[src/rtl/serial_adder_pkg.sv]
// serial_adder_pkg
//   Shared definitions for the bit-serial adder/subtractor:
//   - state_t : controller state encoding (2 bits)
//   - cnt_w() : width of the bit counter for a given operand width
package serial_adder_pkg;

    typedef enum logic [1:0] {
        IDLE = 2'd0,
        RUN  = 2'd1,
        DONE = 2'd2
    } state_t;

    // The counter only has to reach WIDTH-1, so $clog2(WIDTH) bits suffice.
    function automatic int cnt_w(input int width);
        return $clog2(width);
    endfunction

endpackage

[src/rtl/serial_adder_fa_cell.sv]
// fa_cell
//   1-bit full adder, purely combinational.
//   Ports:
//     a, b, cin : addend bits and carry in
//     sum       : a ^ b ^ cin
//     cout      : carry out
module fa_cell (
    input  logic a,
    input  logic b,
    input  logic cin,
    output logic sum,
    output logic cout
);

    assign sum  = a ^ b ^ cin;
    assign cout = (a & b) | (cin & (a ^ b));

endmodule

[src/rtl/serial_adder.sv]
// serial_adder
//   Bit-serial adder/subtractor. Operands are latched on a start request and
//   processed LSB-first through one full-adder cell, one bit per clock. The
//   registered result appears together with a one-cycle done pulse.
//   Ports:
//     clk    : rising-edge clock
//     rst_n  : asynchronous active-low reset
//     start  : request, honoured in IDLE or DONE
//     sub    : 0 = add, 1 = subtract (sampled with start)
//     cin    : carry in for add mode (sampled with start)
//     a, b   : operands (sampled with start)
//     busy   : high while bits are being processed
//     done   : one-cycle completion pulse
//     sum    : registered result
//     cout   : registered carry out of the MSB (no-borrow in subtract mode)
//     ovf    : registered signed overflow
module serial_adder
    import serial_adder_pkg::*;
#(
    parameter int WIDTH = 8
) (
    input  logic             clk,
    input  logic             rst_n,
    input  logic             start,
    input  logic             sub,
    input  logic             cin,
    input  logic [WIDTH-1:0] a,
    input  logic [WIDTH-1:0] b,
    output logic             busy,
    output logic             done,
    output logic [WIDTH-1:0] sum,
    output logic             cout,
    output logic             ovf
);

    localparam int            CW     = cnt_w(WIDTH);
    localparam logic [CW-1:0] LAST   = CW'(WIDTH - 1);
    localparam logic [CW-1:0] MSB_M1 = CW'(WIDTH - 2);

    state_t           state;
    state_t           nstate;
    logic             load;
    logic [CW-1:0]    cnt;
    logic [WIDTH-1:0] sha;
    logic [WIDTH-1:0] shb;
    logic [WIDTH-1:0] psum;
    logic             carry;
    logic             cmsb;
    logic             fa_sum;
    logic             fa_cout;

    fa_cell u_fa (
        .a    (sha[0]),
        .b    (shb[0]),
        .cin  (carry),
        .sum  (fa_sum),
        .cout (fa_cout)
    );

    // Next-state logic; load marks the edge on which new operands are taken.
    always_comb begin
        nstate = state;
        load   = 1'b0;
        case (state)
            IDLE: begin
                if (start) begin
                    nstate = RUN;
                    load   = 1'b1;
                end
            end
            RUN: begin
                if (cnt == LAST) begin
                    nstate = DONE;
                end
            end
            DONE: begin
                if (start) begin
                    nstate = RUN;
                    load   = 1'b1;
                end else begin
                    nstate = IDLE;
                end
            end
            default: nstate = IDLE;
        endcase
    end

    always_ff @(posedge clk or negedge rst_n) begin
        if (!rst_n) begin
            state <= IDLE;
        end else begin
            state <= nstate;
        end
    end

    always_ff @(posedge clk or negedge rst_n) begin
        if (!rst_n) begin
            cnt   <= '0;
            sha   <= '0;
            shb   <= '0;
            psum  <= '0;
            carry <= 1'b0;
            cmsb  <= 1'b0;
            sum   <= '0;
            cout  <= 1'b0;
            ovf   <= 1'b0;
        end else if (load) begin
            // Subtraction is a + ~b + 1: invert B and force the carry in.
            sha   <= a;
            shb   <= sub ? ~b : b;
            carry <= sub | cin;
            cnt   <= '0;
        end else if (state == RUN) begin
            sha   <= sha >> 1;
            shb   <= shb >> 1;
            psum  <= {fa_sum, psum[WIDTH-1:1]};
            carry <= fa_cout;
            cnt   <= cnt + CW'(1);
            // Carry out of bit WIDTH-2 is the carry into the MSB; it is taken
            // as the carry register is loaded so it is ready on the final bit.
            if (cnt == MSB_M1) begin
                cmsb <= fa_cout;
            end
            if (cnt == LAST) begin
                sum  <= {fa_sum, psum[WIDTH-1:1]};
                cout <= fa_cout;
                ovf  <= cmsb ^ fa_cout;
            end
        end
    end

    assign busy = (state == RUN);
    assign done = (state == DONE);

endmodule

[config.mk]
export PLATFORM = sky130hd
export DESIGN_NAME = serial_adder
export DESIGN_NICKNAME = d
export VERILOG_FILES = /design/src/rtl/serial_adder_pkg.sv /design/src/rtl/serial_adder_fa_cell.sv /design/src/rtl/serial_adder.sv
export SDC_FILE = /design/constraint.sdc
export NUM_CORES = 1
export LEC_CHECK = 0
export BUFFER_PORTS_ARGS = -buffer_cell sky130_fd_sc_hd__buf_2
export CORE_MARGIN = 4
export CORE_UTILIZATION = 27
export CTS_CLUSTER_DIAMETER = 150
export CTS_CLUSTER_SIZE = 10
export DETAILED_ROUTE_END_ITERATION = 6
export PLACE_DENSITY = 0.52
export SLEW_MARGIN = 20
export SYNTH_ARGS = -nofsm -noshare
export SYNTH_HDL_FRONTEND = slang
export SYNTH_SLANG_ARGS = --single-unit
[constraint.sdc]
create_clock -name clk -period 1.54 [get_ports clk]
set_input_delay 0.077 -clock clk [delete_from_list [all_inputs] [get_ports clk]]
set_output_delay 0.077 -clock clk [all_outputs]
set_load 0.1 [all_outputs]
==> results of run 1 <==
## synth_stat cells, types with 2 or more instances
cell | number | share of area, %
nand2_1 | 43 | 9.1
dfrtp_1 | 40 | 56
nor2_1 | 15 | 3.2
a31oi_1 | 10 | 3.5
mux2_2 | 9 | 5.7
xor2_1 | 5 | 2.5
a221o_1 | 4 | 2.3
xnor2_1 | 4 | 2.0
a22o_1 | 3 | 1.5
buf_2 | 3 | 0.84
buf_4 | 3 | 1.3
ha_1 | 3 | 2.1
o21ai_0 | 3 | 0.84
and2b_1 | 2 | 0.84
buf_6 | 2 | 1.3
inv_1 | 2 | 0.42
nand3_1 | 2 | 0.56
## per-stage QoR
| step | setup WS (ns) | std cells | utilization [%] |
|---|---|---|---|
| 2_1_floorplan | 0.0655 | 164 | - |
| 3_3_place_gp | 0.0971 | 272 | 32.0 |
| 3_5_place_dp | 0.0578 | 272 | 32.0 |
| 4_1_cts | 0.000650 | 281 | 33.7 |
| 5_1_grt | 0.00181 | 280 | 33.6 |
| 6_report | 0.0590 | 280 | 33.6 |
## flip-flops by register name, summed over array words and instances (netlist names)
signal,count
cmsb,1
shb,8
state,2
carry,1
psum,7
ovf,1
sum,8
cout,1
sha,8
cnt,3
## path summary, 6_finish.rpt
path / from / endpoint / slack [ns] / depth (start not counted)
worst min-delay path: a[7] / sha[7] / 0.02 / 2
worst min register to register: psum[1] / psum[1] / 0.48 / 2
worst max register to register: cnt[0] / sum[1] / 0.06 / 5
max in group asynchronous: rst_n / sha[5] / 0.81 / 3
worst max-delay path: cnt[0] / sum[1] / 0.06 / 5
min in group asynchronous: rst_n / sum[6] / 0.37 / 3
## metal layers
metal | global-route usage [%] | vias to the layer above
met2 | 14.1 | 28
li1 | - | 627
met4 | 3.25 | 0
met5 | 0 | -
met3 | 3.23 | 5
met1 | 14.4 | 588
## cell families after synthesis
kind of cell             count (synthesis)  synth area share, %
AND/OR/NAND/NOR                         67                 16.3
flip-flops                              40                 56.3
AO/OA/AOI/OAI                           22                 9.01
buffers and inverters                   12                 4.36
multiplexers                            10                 6.33
XOR/XNOR                                 9                 4.43
adder cells (fa/ha/maj)                  4                 3.24
## area by class of cell
class,count,share of cell area [%]
Clock buffer,6,3.85
Clock inverter,2,0.466
Inverter,3,0.875
Multi-Input combinational cell,112,32.6
Sequential cell,40,46.6
Tap cell,77,4.49
Timing Repair Buffer,40,11.1
## placed cells by master (no fill, tap or decap), types with 3 or more instances in the layout
cell      synthesis  layout
xnor2_1           4       4
buf_2             3      31
nand2_1          43      43
o21ai_0           3       3
dfrtp_1          40      40
a221o_1           4       4
clkbuf_8          0       6
nor2_1           15      15
mux2_2            9       9
a31oi_1          10      10
a22o_1            3       3
ha_1              3       3
buf_4             3       7
xor2_1            5       5
## timing repair
item | CTS | global route
setup endpoints to repair | 1 | 1
endpoints found under the hold margin | 40 | 0
hold buffers | 1 | 0
gates resized for setup | 2 | 0
## critical path, delay by kind of cell (launching register included)
kind | cells | cell delay [ns]
fa+ha+maj | 2 | 0.40
mux | 1 | 0.33
buf+inv | 1 | 0.16
flops | 1 | 0.40
simple gates | 1 | 0.08
==> results_dict.tcl, run 1 <==
set metrics [dict create \
    status "finished, final reports clean" \
    synth-async-reset-ratio_pct 100 \
    hold_path.class "primary input to register" \
    viasPerCell 4.46 \
    ant_nets 0 \
    required_ns 1.72 \
    syn-num-nets 189 \
    first_pass_iters 4 \
    post-dp-hpwl_um 2390 \
    fin_crit_sh_pct 96.2 \
    core-area_um2 6390 \
    cts_max_level 2 \
    ys.flop_type "dfrtp_1" \
    drv_cap 0 \
    wl_met2_um 1500 \
    wire_per_inst_um 12.8 \
    cts_tree "yes" \
    avgSynthCellArea_um2 10.8 \
    crit_path_frequent_cell "ha_1" \
    end_kind "register" \
    worstPathArrival_ns 1.66 \
    final-hold-violation-count 0 \
    postCtsSetupBuffers 0 \
    drt_wl_total_um 3570 \
    clk_latency_ns 0.29 \
    nets 227 \
    synth_area_um2 1780 \
    io_buffers 32 \
    drt-met1-wl_um 1830 \
    crit_chain "ha_1 -> ha_1 -> nand3b_2 -> buf_4 -> mux2_2" \
    drc 0 \
    wl_met3_um 208 \
    post-route-cell-area_um2 2150 \
    whs_ns 0.0244 \
    rows 29 \
    critical-path-slowest-cell "dfrtp_1" \
    seq_area_frac_synth_pct 56.3 \
    highest_layer "met4" \
    clock_sinks 40 \
    maxSlewHeadroom_pct 66.0 \
    die_h_um 89.2 \
    die_w_um 89.2 \
    grt_max_degree 41 \
    drt_iter0_drc 46 \
    start_util_pct 27.8 \
    grt_overflow 0 \
    clkTransAtPathRegs_ns 0.08 \
    rsz0062_at_grt "false" \
    regArea_um2 1000 \
    drive_above_1_share_pct 30.0 \
    synth_cell_types 28 \
    max_clock_freq_ghz 0.675 \
    gr-usage-all-layers_pct 9.97 \
    slew_violations 0 \
    grt_pass1_vias 1258 \
    die_area_um2 7950 \
    cts_buffers 5 \
    synth_seq_cells 40 \
    setup_viol 0 \
    synth_edf_count 0 \
    slowest_delay_ns 0.40 \
    diodes 0 \
    path_class "register to register" \
    grt_pass1_wl_um 6030 \
    crit_fanout 6 \
    ys_warn_count 0 \
    worstMarginPinSlew_ns 0.510 \
    placed_area_um2 2050 \
    cts.path.max_buffers 2 \
    layout_min_cycle_time_ns 1.48 \
    multi_input_area_um2 699 \
    num_vias 1248 \
    fin_skew_ns 0.00409 \
    grt_antenna_before_repair 0 \
    startpoint_type "register" \
    root_buffer "clkbuf_8" \
    fillers 675 \
    place_congestion 0.722 \
    setup_tns_ns 0 \
    num_io_pins 33 \
    syn2layout_area_growth_pct 20.7 \
    synth_cells 164 \
]
Power of run 1 is not shown: default switching activity piles up to over one toggle a cycle in this logic, so the estimate is an artifact.
==> run 2: changes to the inputs <==
- CORE_UTILIZATION: 27 -> 40
- PLACE_DENSITY: 0.52 -> 0.69
==> run 2 against run 1 <==
Sequential cell count did not move. Setup slack improved by 0.027 ns. Clock-buffer cell count did not move. Via count barely moved. Hold slack improved by 0.0023 ns. Critical path depth fell by 3. Final area fell by 0.41%. Clock skew fell by 0.00056 ns. Register-to-register slack improved by 0.03 ns. Largest cell class unchanged.
==> results_dict.tcl, run 2 (same netlist as run 1, synthesis figures left out) <==
set metrics [dict create \
    worstPathArrival_ns 1.38 \
    num_vias 1249 \
    setup_tns_ns 0 \
    required_ns 1.46 \
    rows 23 \
    hold_path.class "primary input to register" \
    crit_start "state[0]" \
    hold_end "sha[0]" \
    critical-path-slowest-cell "dfrtp_1" \
    ant_nets 0 \
    worstMarginPinSlew_ns 0.508 \
    crit_chain "and2b_1 -> buf_2" \
    root_buffer "clkbuf_8" \
    fin_crit_sh_pct 94.4 \
    die_w_um 74.7 \
    drive_above_1_share_pct 30.4 \
    setup_viol 0 \
    grt_antenna_before_repair 0 \
    whs_path_depth 3 \
    cp_top_family "flip-flops" \
    reg2reg_slack_ns 0.09 \
    status "finished, final reports clean" \
    grt_pass1_wl_um 5620 \
    clock_sinks 40 \
    drt_wl_total_um 3190 \
    grt_max_degree 41 \
    cts_buffers 5 \
    path_buf_inv 1 \
    end_kind "output pin" \
    die_area_um2 5580 \
    fin_skew_ns 0.00353 \
    hp-start "a[0]" \
    clkTransAtPathRegs_ns 0.07 \
    post-dp-hpwl_um 2180 \
    worstReg2RegStart "cnt[1]" \
    final_common_cell "nand2_1" \
    io_buffers 32 \
    diodes 0 \
    slew_violations 0 \
    drc 0 \
    postCtsSetupBuffers 0 \
    grt_pass1_vias 1236 \
    final-hold-violation-count 0 \
    rr_endpoint "sum[6]" \
    layout_min_cycle_time_ns 1.45 \
    syn2layout_area_growth_pct 20.2 \
    num_io_pins 33 \
    startpoint_type "register" \
    rr_worst_depth 5 \
    crit_fanout 5 \
    first_pass_iters 4 \
    slowest_delay_ns 0.44 \
    cts_tree "yes" \
    fillers 410 \
    max_clock_freq_ghz 0.688 \
    drv_cap 0 \
    place_congestion 0.691 \
    viasPerCell 4.92 \
    gr-usage-all-layers_pct 13.4 \
    path_class "register to output pin" \
    final_cell_mix "43 x nand2_1, 40 x dfrtp_1, 31 x buf_2" \
    grt_overflow 0 \
    nets 228 \
    reg.largest.list "sha x8, shb x8, sum x8" \
    maxSlewHeadroom_pct 66.2 \
    core-area_um2 4140 \
    rsz0062_at_grt "false" \
    wire_per_inst_um 12.5 \
    cts_max_level 2 \
    clk_latency_ns 0.29 \
    start_util_pct 42.9 \
    drt_iter0_drc 45 \
    die_h_um 74.7 \
    cts.path.max_buffers 2 \
]
==> run 2: changes by cell type in the layout (fill, tap and decap cells not counted), sizes merged <==
cell | before | now
dlygate4sd3 | 1 | 2
==> run 2: repair_timing <==
action,4_1_cts,5_1_grt
setup endpoints to repair,1,10
endpoints found under the hold margin,41,0
gates resized for setup,2,1
hold buffers,2,0
==> run 2: cell type report <==
class,instances,area [um^2],share of cell area (%)
Tap cell,50,62.6,2.93
Multi-Input combinational cell,112,702,32.8
Clock inverter,2,10.0,0.468
Sequential cell,40,1000,46.8
Clock buffer,6,82.6,3.86
Timing Repair Buffer,41,260,12.2
Inverter,3,18.8,0.878
==> run 2: worst max path at each step <==
stage                   to  cells past startpoint
CTS                   busy                      4
detailed placement  sum[6]                      5
floorplan             cout                      5
global placement    sum[2]                      5
global route        sum[3]                      5
finish                done                      2
==> run 2: metal layers <==
layer	part of all wire, %	track usage (%)	vias to the layer above	wire (um)
li1	-	-	626	-
met2	44	20.4	36	1400
met1	46	17.3	579	1480
met3	7.4	4.14	8	237
met4	2.0	7.11	0	65
met5	0	0	-	0
==> run 2: through the flow <==
step | util, % | cell area [um^2] | hold WS [ns] | setup WS [ns] | instances
final | 51.6 | 2140 | 0.0266 | 0.0860 | 254
after global routing | 51.6 | 2140 | 0.0433 | 0.00976 | 254
after CTS | 51.7 | 2140 | 0.0211 | 0.00370 | 255
after detailed placement | 48.9 | 2020 | 0.170 | 0.0599 | 245
after global placement | 48.9 | 2020 | 0.166 | 0.105 | 245
after floorplan | - | 1780 | -0.219 | 0.0655 | 164
==> run 2: worst reg2reg max path: stages (launching register included) <==
cell      delay [ns]
dfrtp_1         0.40
ha_1            0.19
ha_2            0.18
nand3b_2        0.09
buf_12          0.14
mux2_2          0.34
Power of run 2 is left out for the same reason.
==> run 3: changes to the inputs <==
- BUFFER_PORTS_ARGS: -buffer_cell sky130_fd_sc_hd__buf_2 -> -buffer_cell sky130_fd_sc_hd__buf_4
- REMOVE_ABC_BUFFERS: unset -> 1
- SLEW_MARGIN: 20 -> 25
==> run 3 against run 2 <==
Non-clock buffer count down 2. Setup slack better by 0.0051 ns. Sequential cell count unchanged. Via count rose by 0.56%. Largest cell class unchanged. Highest routed layer unchanged.
==> results_dict.tcl, run 3 (same netlist as run 1, synthesis figures left out) <==
set metrics [dict create \
    status "finished, final reports clean" \
    core-area_um2 4140 \
    dp.cells 243 \
    drc 0 \
    whs_ns 0.0101 \
    worstMarginPinSlew_ns 0.494 \
    num_io_pins 33 \
    slowest_delay_ns 0.39 \
    cts_tree "yes" \
    post-dp-hpwl_um 2260 \
    first_pass_iters 4 \
    viasPerCell 5.00 \
    diodes 0 \
    clock_sinks 40 \
    end_kind "output pin" \
    final-hold-violation-count 0 \
    rows 23 \
    setup_viol 0 \
    critical-path-slowest-cell "dfrtp_1" \
    final_cell_mix "43 x nand2_1, 40 x dfrtp_1, 37 x buf_4" \
    clk_latency_ns 0.29 \
    reg.largest.list "sha x8, shb x8, sum x8" \
    syn2layout_area_growth_pct 21.6 \
    nets 226 \
    postCtsSetupBuffers 0 \
    reg2reg_slack_ns 0.10 \
    startpoint_type "register" \
    cts_max_level 2 \
    drt_iter0_drc 66 \
    clkTransAtPathRegs_ns 0.07 \
    drive_above_1_share_pct 28.9 \
    grt_pass1_wl_um 5510 \
    cts_buffers 5 \
    crit_fanout 21 \
    wire_per_inst_um 13.0 \
    stdcell_count 251 \
    io_buffers 32 \
    path_class "register to output pin" \
    cp_top_family "buffers and inverters" \
    num_vias 1256 \
    rsz0062_at_grt "false" \
    worstPathArrival_ns 1.37 \
    utilization_pct 52.2 \
    place_congestion 0.759 \
    cts.path.max_buffers 2 \
    grt_overflow 0 \
    grt_max_degree 41 \
    gr-usage-all-layers_pct 13.2 \
    post-route-cell-area_um2 2160 \
    grt_pass1_vias 1244 \
    start_util_pct 42.9 \
    layout_min_cycle_time_ns 1.45 \
    die_w_um 74.7 \
    ant_nets 0 \
    grt_antenna_before_repair 0 \
    final_common_cell "nand2_1" \
    maxSlewHeadroom_pct 67.1 \
    slew_violations 0 \
    drv_cap 0 \
    max_clock_freq_ghz 0.690 \
    path_buf_inv 2 \
    hold_path.class "primary input to register" \
    root_buffer "clkbuf_8" \
    required_ns 1.46 \
    fin_crit_sh_pct 94.1 \
    fin_skew_ns 0.00682 \
    placed_area_um2 2060 \
    crit_chain "nand2b_2 -> inv_4 -> buf_6" \
    die_h_um 74.7 \
    drt_wl_total_um 3260 \
    die_area_um2 5580 \
]
run 3: metal layers:
layer	part of all wire [%]	vias up	global-route usage, %
met5	0	-	0
met4	0.40	0	3.56
met1	47	595	17.5
met2	46	36	21.0
met3	6.4	2	4.41
li1	-	623	-
run 3: final timing paths:
check	cells past startpoint	from	end
setup / recovery	3	state[1]	busy
min in group asynchronous	2	rst_n	cmsb
hold reg to reg	2	psum[1]	psum[1]
hold / removal	3	a[0]	sha[0]
setup reg to reg	4	cnt[1]	sum[2]
max in group asynchronous	2	rst_n	shb[3]
run 3: cell type report:
class / instances / area, um^2
multi-input combinational: 112 / 708
timing repair buffer: 39 / 299
clock inverter: 1 / 5.00
inverter: 3 / 13.8
fill: 412 / 1980
sequential: 40 / 1000
clock buffer: 6 / 72.6
tap: 50 / 62.6
run 3: through the flow:
step,worst slack (ns),setup TNS (ns)
global placement,0.0465,0
finish,0.0912,0
global route,0.0110,0
CTS,0.0691,0
detailed placement,0.000402,0
floorplan,-0.114,-0.522
run 3: worst reg2reg max path, stage by stage, from the launching register on:
cell and delay [ns]:
dfrtp_1 0.40, ha_1 0.19, ha_1 0.22, nand3b_4 0.17
mux2_2 0.36
run 3: timing repair:
action                                  in CTS  in global routing
hold buffers                                 1                  0
gates resized for setup                      2                  0
endpoints found under the hold margin       40                  0
endpoints found under the setup margin       1                  0
Power of run 3 is left out for the same reason.
